## src/rtl/resp_line_parser.sv

```systemverilog
// resp_line_parser: collects one "RESP:<32 hex digits>\n" line from a UART
// byte stream after an arm strobe and reports the 128-bit value or an error.
// Optional feature: define RESP_PARSER_LOWERCASE_EN to accept 'a'-'f' as hex.
module resp_line_parser #(
  parameter int unsigned TIMEOUT_CYCLES = 60_000_000
) (
  input  logic         clk,
  input  logic         rst,
  input  logic [7:0]   rx_data,
  input  logic         rx_valid,
  input  logic         arm,
  output logic [127:0] resp_value,
  output logic         resp_valid,
  output logic         resp_error,
  output logic [2:0]   err_code,
  output logic         busy
);

  typedef enum logic [2:0] {IDLE, HDR, HEX, EOL, SYNC} state_t;

  localparam logic [25:0] IDLE_LAST = 26'(TIMEOUT_CYCLES - 1);
  localparam logic [7:0]  LF        = 8'h0A;

  state_t      state;
  logic [2:0]  hdr_idx;
  logic [4:0]  nib_cnt;
  logic [25:0] idle_cnt;
  logic [4:0]  hex_dec;

  // Expected header character at a given index of "RESP:"
  function automatic logic [7:0] hdr_char(input logic [2:0] idx);
    case (idx)
      3'd0:    return 8'h52;
      3'd1:    return 8'h45;
      3'd2:    return 8'h53;
      3'd3:    return 8'h50;
      default: return 8'h3A;
    endcase
  endfunction

  // Hex decode: bit 4 flags a valid digit, bits 3:0 carry the nibble
  function automatic logic [4:0] hex_decode(input logic [7:0] b);
    if (b >= 8'h30 && b <= 8'h39) return {1'b1, 4'(b - 8'h30)};
    if (b >= 8'h41 && b <= 8'h46) return {1'b1, 4'(b - 8'h37)};
`ifdef RESP_PARSER_LOWERCASE_EN
    if (b >= 8'h61 && b <= 8'h66) return {1'b1, 4'(b - 8'h57)};
`else
`endif
    return 5'd0;
  endfunction

  assign hex_dec = hex_decode(rx_data);

  // Line collection FSM with registered pulses, error code and idle timeout
  always_ff @(posedge clk) begin
    if (rst) begin
      state      <= IDLE;
      hdr_idx    <= '0;
      nib_cnt    <= '0;
      idle_cnt   <= '0;
      resp_value <= '0;
      err_code   <= '0;
      resp_valid <= 1'b0;
      resp_error <= 1'b0;
      busy       <= 1'b0;
    end else begin
      resp_valid <= 1'b0;
      resp_error <= 1'b0;
      if (arm) begin
        // arm wins over a same-cycle byte and restarts an active line
        state      <= HDR;
        hdr_idx    <= '0;
        nib_cnt    <= '0;
        idle_cnt   <= '0;
        resp_value <= '0;
        err_code   <= '0;
        busy       <= 1'b1;
      end else if (state != IDLE) begin
        if (rx_valid) begin
          // a byte arriving on the timeout cycle is processed, timeout dropped
          idle_cnt <= '0;
          case (state)
            HDR: begin
              if (rx_data == hdr_char(hdr_idx)) begin
                if (hdr_idx == 3'd4) state <= HEX;
                else hdr_idx <= hdr_idx + 3'd1;
              end else begin
                resp_error <= 1'b1;
                err_code   <= 3'd1;
                hdr_idx    <= '0;
                nib_cnt    <= '0;
                state      <= (rx_data == LF) ? HDR : SYNC;
              end
            end
            HEX: begin
              if (hex_dec[4]) begin
                resp_value <= {resp_value[123:0], hex_dec[3:0]};
                nib_cnt    <= nib_cnt + 5'd1;
                if (nib_cnt == 5'd31) state <= EOL;
              end else begin
                resp_error <= 1'b1;
                err_code   <= 3'd2;
                hdr_idx    <= '0;
                nib_cnt    <= '0;
                state      <= (rx_data == LF) ? HDR : SYNC;
              end
            end
            EOL: begin
              if (rx_data == LF) begin
                resp_valid <= 1'b1;
                state      <= IDLE;
                busy       <= 1'b0;
              end else begin
                resp_error <= 1'b1;
                err_code   <= 3'd3;
                state      <= SYNC;
              end
            end
            SYNC: begin
              if (rx_data == LF) begin
                state   <= HDR;
                hdr_idx <= '0;
                nib_cnt <= '0;
              end
            end
            default: state <= IDLE;
          endcase
        end else if (idle_cnt == IDLE_LAST) begin
          resp_error <= 1'b1;
          err_code   <= 3'd4;
          state      <= IDLE;
          busy       <= 1'b0;
          idle_cnt   <= '0;
        end else begin
          idle_cnt <= idle_cnt + 26'd1;
        end
      end
    end
  end

endmodule

```

## config.mk

```make
export PLATFORM = sky130hd
export DESIGN_NAME = resp_line_parser
export DESIGN_NICKNAME = d
export VERILOG_FILES = /design/src/rtl/resp_line_parser.sv
export SDC_FILE = /design/constraint.sdc
export NUM_CORES = 1
export LEC_CHECK = 0
export ABC_AREA = 1
export BUFFER_PORTS_ARGS = -buffer_cell sky130_fd_sc_hd__buf_2
export CAP_MARGIN = 20
export CORE_ASPECT_RATIO = 0.8
export CORE_MARGIN = 5
export CORE_UTILIZATION = 50
export CTS_CLUSTER_SIZE = 30
export DETAILED_ROUTE_END_ITERATION = 7
export GPL_TIMING_DRIVEN = 1
export PLACE_DENSITY_LB_ADDON = 0.2
export SYNTH_ARGS = -nofsm -noshare
export SYNTH_HDL_FRONTEND = slang
export SYNTH_SLANG_ARGS = --single-unit
```

## constraint.sdc

```tcl
create_clock -name clk -period 3.4 [get_ports clk]
set_input_delay 0.34 -clock clk [delete_from_list [all_inputs] [get_ports clk]]
set_output_delay 0.34 -clock clk [all_outputs]
set_load 0.1 [all_outputs]
```

Yosys cells after proc, flatten, opt, wreduce, memory -nomap -nowiden
Cells that the tools add are included.
- bitwise logic cells: 3
- shift operators: 0
- add/sub/neg operators: 5
- multipliers: 0
- reduce and logical (&&, ||, !) cells: 18
- equality and inequality tests: 28
- multiplexer cells: 55
- $lt $le $gt $ge: 4
- divide/modulo/power cells: 0
- operators by type and width (kind ; count):
    $mux 3 ; 18
    $mux 26 ; 2
    $mux 8 ; 5
    $mux 5 ; 7
    $pmux 7 s4 ; 1
    $add 26x1->26 const B ; 1
    $eq 26x26->1 const B ; 1
    $pmux 3 s3 ; 2
    $mux 1 ; 17
    $ne 3x3->1 const B ; 5
    $pmux 5 s3 ; 1
    $reduce_and 5->1 ; 3
    $eq 3x2->1 const B ; 4
    $ne 4x4->1 const B ; 3
    $pmux 3 s4 ; 1
    $reduce_and 6->1 ; 2
    $ne 5x5->1 const B ; 2
    $reduce_bool 3->1 ; 3
    $eq 8x4->1 const B ; 1
    $eq 8x8->1 ; 1
    $ge 8x6->1 const B ; 1
    $ge 8x7->1 const B ; 1
    $le 8x6->1 const B ; 1
    $le 8x7->1 const B ; 1
    other kinds (19) ; 29
- register bits: 171
- memories kept: 0
- output and inout port bits: 134
- memory bits (writable): 0
- bits in read-only memories: 0
- bits in latches: 0
- bits of input ports: 12

Longest topological paths before layout
- depth after elaboration: 13
- gate-level depth with buffers: 16
- gate-level depth less buffers: 16

Worst setup path before layout
Ideal clock, no wire load.
- path type: register -> register
- start: reg hdr_idx[0]
- end: reg hdr_idx[0]
- path buffers: 0
- library setup time: 0.114 ns
- cell stages (with the launch flop): 13
- period minus slack after synthesis: 1.956 ns
- data required time: 3.286 ns
- setup slack: 1.444 ns
- arrival: 1.842 ns
- path through: dfxtp_1 inv_1 ha_1 o21ai_1 nand2_1 nand2_1 nand2_1 nor2_1 nand4_1 o211ai_2 nand2_1 nand2_1 nor2_1
- word-level cells in the longest chain between the ends: 10
- RTL lines (item ; RTL line ; text):
    from (decl) ; 25 ; logic [2:0] hdr_idx;
    from (signal assigned) ; 86 ; else hdr_idx <= hdr_idx + 3'd1;
    $eq 3x2->1 (tied with other cells) ; 32 ; case (idx)
    $pmux 7 s4 ; 32 ;
    $mux 8 ; 82 ; case (state)
    $mux 8 ; 79 ; if (rx_valid) begin
    $mux 8 ; 78 ; end else if (state != IDLE) begin
    $mux 8 ; 69 ; if (arm) begin
    $mux 8 ; 56 ; if (rst) begin
    $eq 8x8->1 ; 84 ; if (rx_data == hdr_char(hdr_idx)) begin
    $ne 3x3->1 (no source line) or $mux 3 (tied branches) ; -- ;
    $reduce_and 6->1 (no source line) or $pmux 3 s3 (tied branches) ; -- ;
Several ways; a longest one is shown, not always the timed one. The select of a mux whose other input is x is not followed.
A chain may end at the register's enable or synchronous reset.

Final worst setup path
- start: reg hdr_idx[0]
- end: reg hdr_idx[1]
The elaborated chain is that of the path after synthesis.

==> metrics.yaml <==
route:
  vias_per_cell: 5.038
  met3_length_um: 1174
  route.met2.wl_um: 6944
  wl_met1_um: 8114
  drtAntennaViolNets: 0
  drt_pass1_iterations: 7
  routedWlPerCell_um: 13.59
  drcViolationCount: 0
  drt_iter0_drc: 485
  top_layer: "met4"
  routed_wl_um: 16370
  via_count: 6071
global_routing:
  grt_remaining_overflow: 0
  grt_pass1_vias: 5472
  antenna_found_initial: 0
  grt_max_degree: 117
  track_usage: 0.1995
  grt_pass1_wl_um: 26590
timing:
  relSlewSlack: 0.3902
  setup_viol: 0
  rsz0062_at_grt: "false"
  hold_viol: 0
  tightest_slew_ns: 0.9125
  fin_skew_ns: 0.006858
  hold_ws_ns: 0.1438
  postLayoutSetupSlackWorst_ns: 1.005
  timing.fmax_ghz: 0.4175
  min_period_ns: 2.395
  final_max_slew_viol_count: 0
  final.period_utilization: 0.7045
  tns_ns: 0
synth:
  syn_area_per_cell_um2: 7.805
  synth-seq-cells: 171
  yosysUniqueCellTypes: 36
  synthCells: 888
  ys_warn_count: 0
  syn_nets: 913
  synth.cell_area_um2: 6930
  yosysSeqAreaShare: 0.4940
clock_network:
  ctsHtreeMaxLevel: 4
  clk_pin_slew_worst_paths_ns: 0.06
  cts_resized: 0
  clock_latency_ns: 0.42
  root_buffer: "clkbuf_16"
  postCtsSetupBuffers: 0
  cts_buffers: 17
  tritoncts: "built"
  cts_max_path_buffers: 2
  cts.sinks: 171
  postCtsHoldBufs: 0
pwr:
  peakVddDrop_mv: 0.4430
  power.density_nw_per_um2: 498.6
  p_switching_mw: 0.9438
  p_leak_nw: 3.556
  seqPwrFrac: 0.484
  clockPowerShare: 0.474
  p_int_mw: 3.223
  comb_power_share: 0.042
  switching_share: 0.2265
placement:
  portBuffers: 145
  place_congestion: 0.8910
  place_ws_ns: 0.8431
  place_area_um2: 7757
  place_inst: 1173
  hpwl_um: 11250
cells_and_area:
  antenna_cells: 0
  nFillCells: 1304
  seqCellArea_um2: 3423
  stdcell_count: 1205
  drive_above_1_share: 0.2010
  stdcell_area_um2: 8358
  areaGrowthSynthToFinish_pct: 20.60
  final_nets: 1037
  multi_input_area_um2: 2900
critical_path:
  criticalPathCategory: "flop to flop"
  cp.arrival_ns: 2.71
  required_ns: 3.72
  cp_max_fo: 6
  r2r-end: "hdr_idx[1]$_SDFFE_PP0P_"
  cp-start-kind: "flop"
  cp-end-kind: "flop"
  reg2reg_depth: 12
  timing.rr.start: "hdr_idx[0]$_SDFFE_PP0P_"
  r2r_setup_slack_ns: 1.00
min_path:
  hold_end: "busy$_SDFFE_PP0P_"
  worstHoldStart: "rst"
  hold_path_class: "input pin to flop"
  whs_path_depth: 2
die:
  die_x_um: 141.6
  dieArea_um2: 16330
  dieHeight_um: 115.3
  ios: 146
  num_rows: 38
  start_util: 0.5097
  coreArea_um2: 13600
run:
  maxCapViolCount: 0
status:
  run_status: "finished clean"
==> layout by cell type, fill, tap and decap left out, drive strengths merged <==
cell      synthesis  final
a211oi            3      3
a21oi           144    144
a221oi            1      1
a31oi             2      2
buf              15    150
bufinv            0      3
clkbuf           30     20
clkinv            0      4
clkinvlp          0      3
dfxtp           171    171
ha               13     13
inv             115    117
nand2            87     87
nand3            30     30
nand4             7      7
nor2             79     79
nor3             21     21
nor4              8      8
o211ai            2      2
o21ai           139    139
or2               3      3
xnor2             4      4
xor2             14     14
==> metrics by stage <==
step	total power, mW	util
3_5_place_dp	2.236	0.5705
6_report	4.167	0.6146
4_1_cts	4.208	0.6146
5_1_grt	4.309	0.6146
2_1_floorplan	2.195	-
3_3_place_gp	2.236	0.5705
==> flip-flops by register name (all words and copies together) (netlist names) <==
register / cells
state: 3
nib_cnt: 5
idle_cnt: 26
resp_valid: 1
resp_error: 1
hdr_idx: 3
err_code: 3
resp_value: 128
busy: 1
==> final cells by class <==
type                            count  share of cell area
Clock buffer                       20             0.05225
Clock inverter                     12             0.01961
Inverter                          115             0.05180
Multi-Input combinational cell    557              0.3470
Sequential cell                   171              0.4096
Tap cell                          180             0.02695
Timing Repair Buffer              150             0.09281
==> cell usage after synthesis (all sizes together) <==
cell type	number	area (um^2)
a221oi	1	8.760
or2	3	21.28
nor4	8	77.57
xnor2	4	35.03
a21oi	144	724.5
ha	13	162.7
nand4	7	43.79
xor2	14	122.6
inv	115	431.7
clkbuf	30	112.6
a31oi	2	12.51
buf	15	77.58
a211oi	3	22.52
nor3	21	136.4
nand3	30	155.1
nand2	87	334.1
o21ai	139	699.4
nor2	79	309.0
dfxtp	171	3423
o211ai	2	20.02
==> critical path: stages, from the launching register on <==
cell      delay, ns
dfxtp_1        0.42
inv_1          0.12
ha_1           0.23
o21ai_1        0.29
nand2_1        0.13
nand2_1        0.07
nand2_1        0.05
nor2_1         0.14
nand4_1        0.28
o211ai_2       0.38
nand2_1        0.08
nand2_1        0.07
nor2_1         0.04
==> metal layers <==
metal	global-route usage	up-vias
met4	0.05691	0
met5	0	-
met2	0.2896	148
met1	0.2844	2724
li1	-	3186
met3	0.06570	13
==> power groups by stage <==
stage	Combinational, mW	Clock, mW	Sequential [mW]
floorplan	0.111	0	2.08
global route	0.197	2.10	2.02
CTS	0.176	2.02	2.02
detailed placement	0.175	0	2.06
finish	0.176	1.97	2.02
global placement	0.174	0	2.06
==> worst max path at each step <==
stage	cells after the start	end	startpoint
2_1_floorplan	12	hdr_idx[0]$_SDFFE_PP0P_	hdr_idx[0]$_SDFFE_PP0P_
6_report	12	hdr_idx[1]$_SDFFE_PP0P_	hdr_idx[0]$_SDFFE_PP0P_
3_3_place_gp	11	resp_value[74]$_SDFFE_PP0P_	rx_data[0]
5_1_grt	12	hdr_idx[1]$_SDFFE_PP0P_	hdr_idx[0]$_SDFFE_PP0P_
4_1_cts	12	hdr_idx[0]$_SDFFE_PP0P_	hdr_idx[0]$_SDFFE_PP0P_
3_5_place_dp	12	resp_value[78]$_SDFFE_PP0P_	rx_data[0]
==> cells by family after synthesis <==
family	share of synthesized area
simple gates	0.1554
flops	0.4940
xor+xnor	0.02275
compound gates	0.2147
buf+inv	0.08973
fa+ha+maj	0.02347
Note: power is estimated with default switching activity, not from simulation.
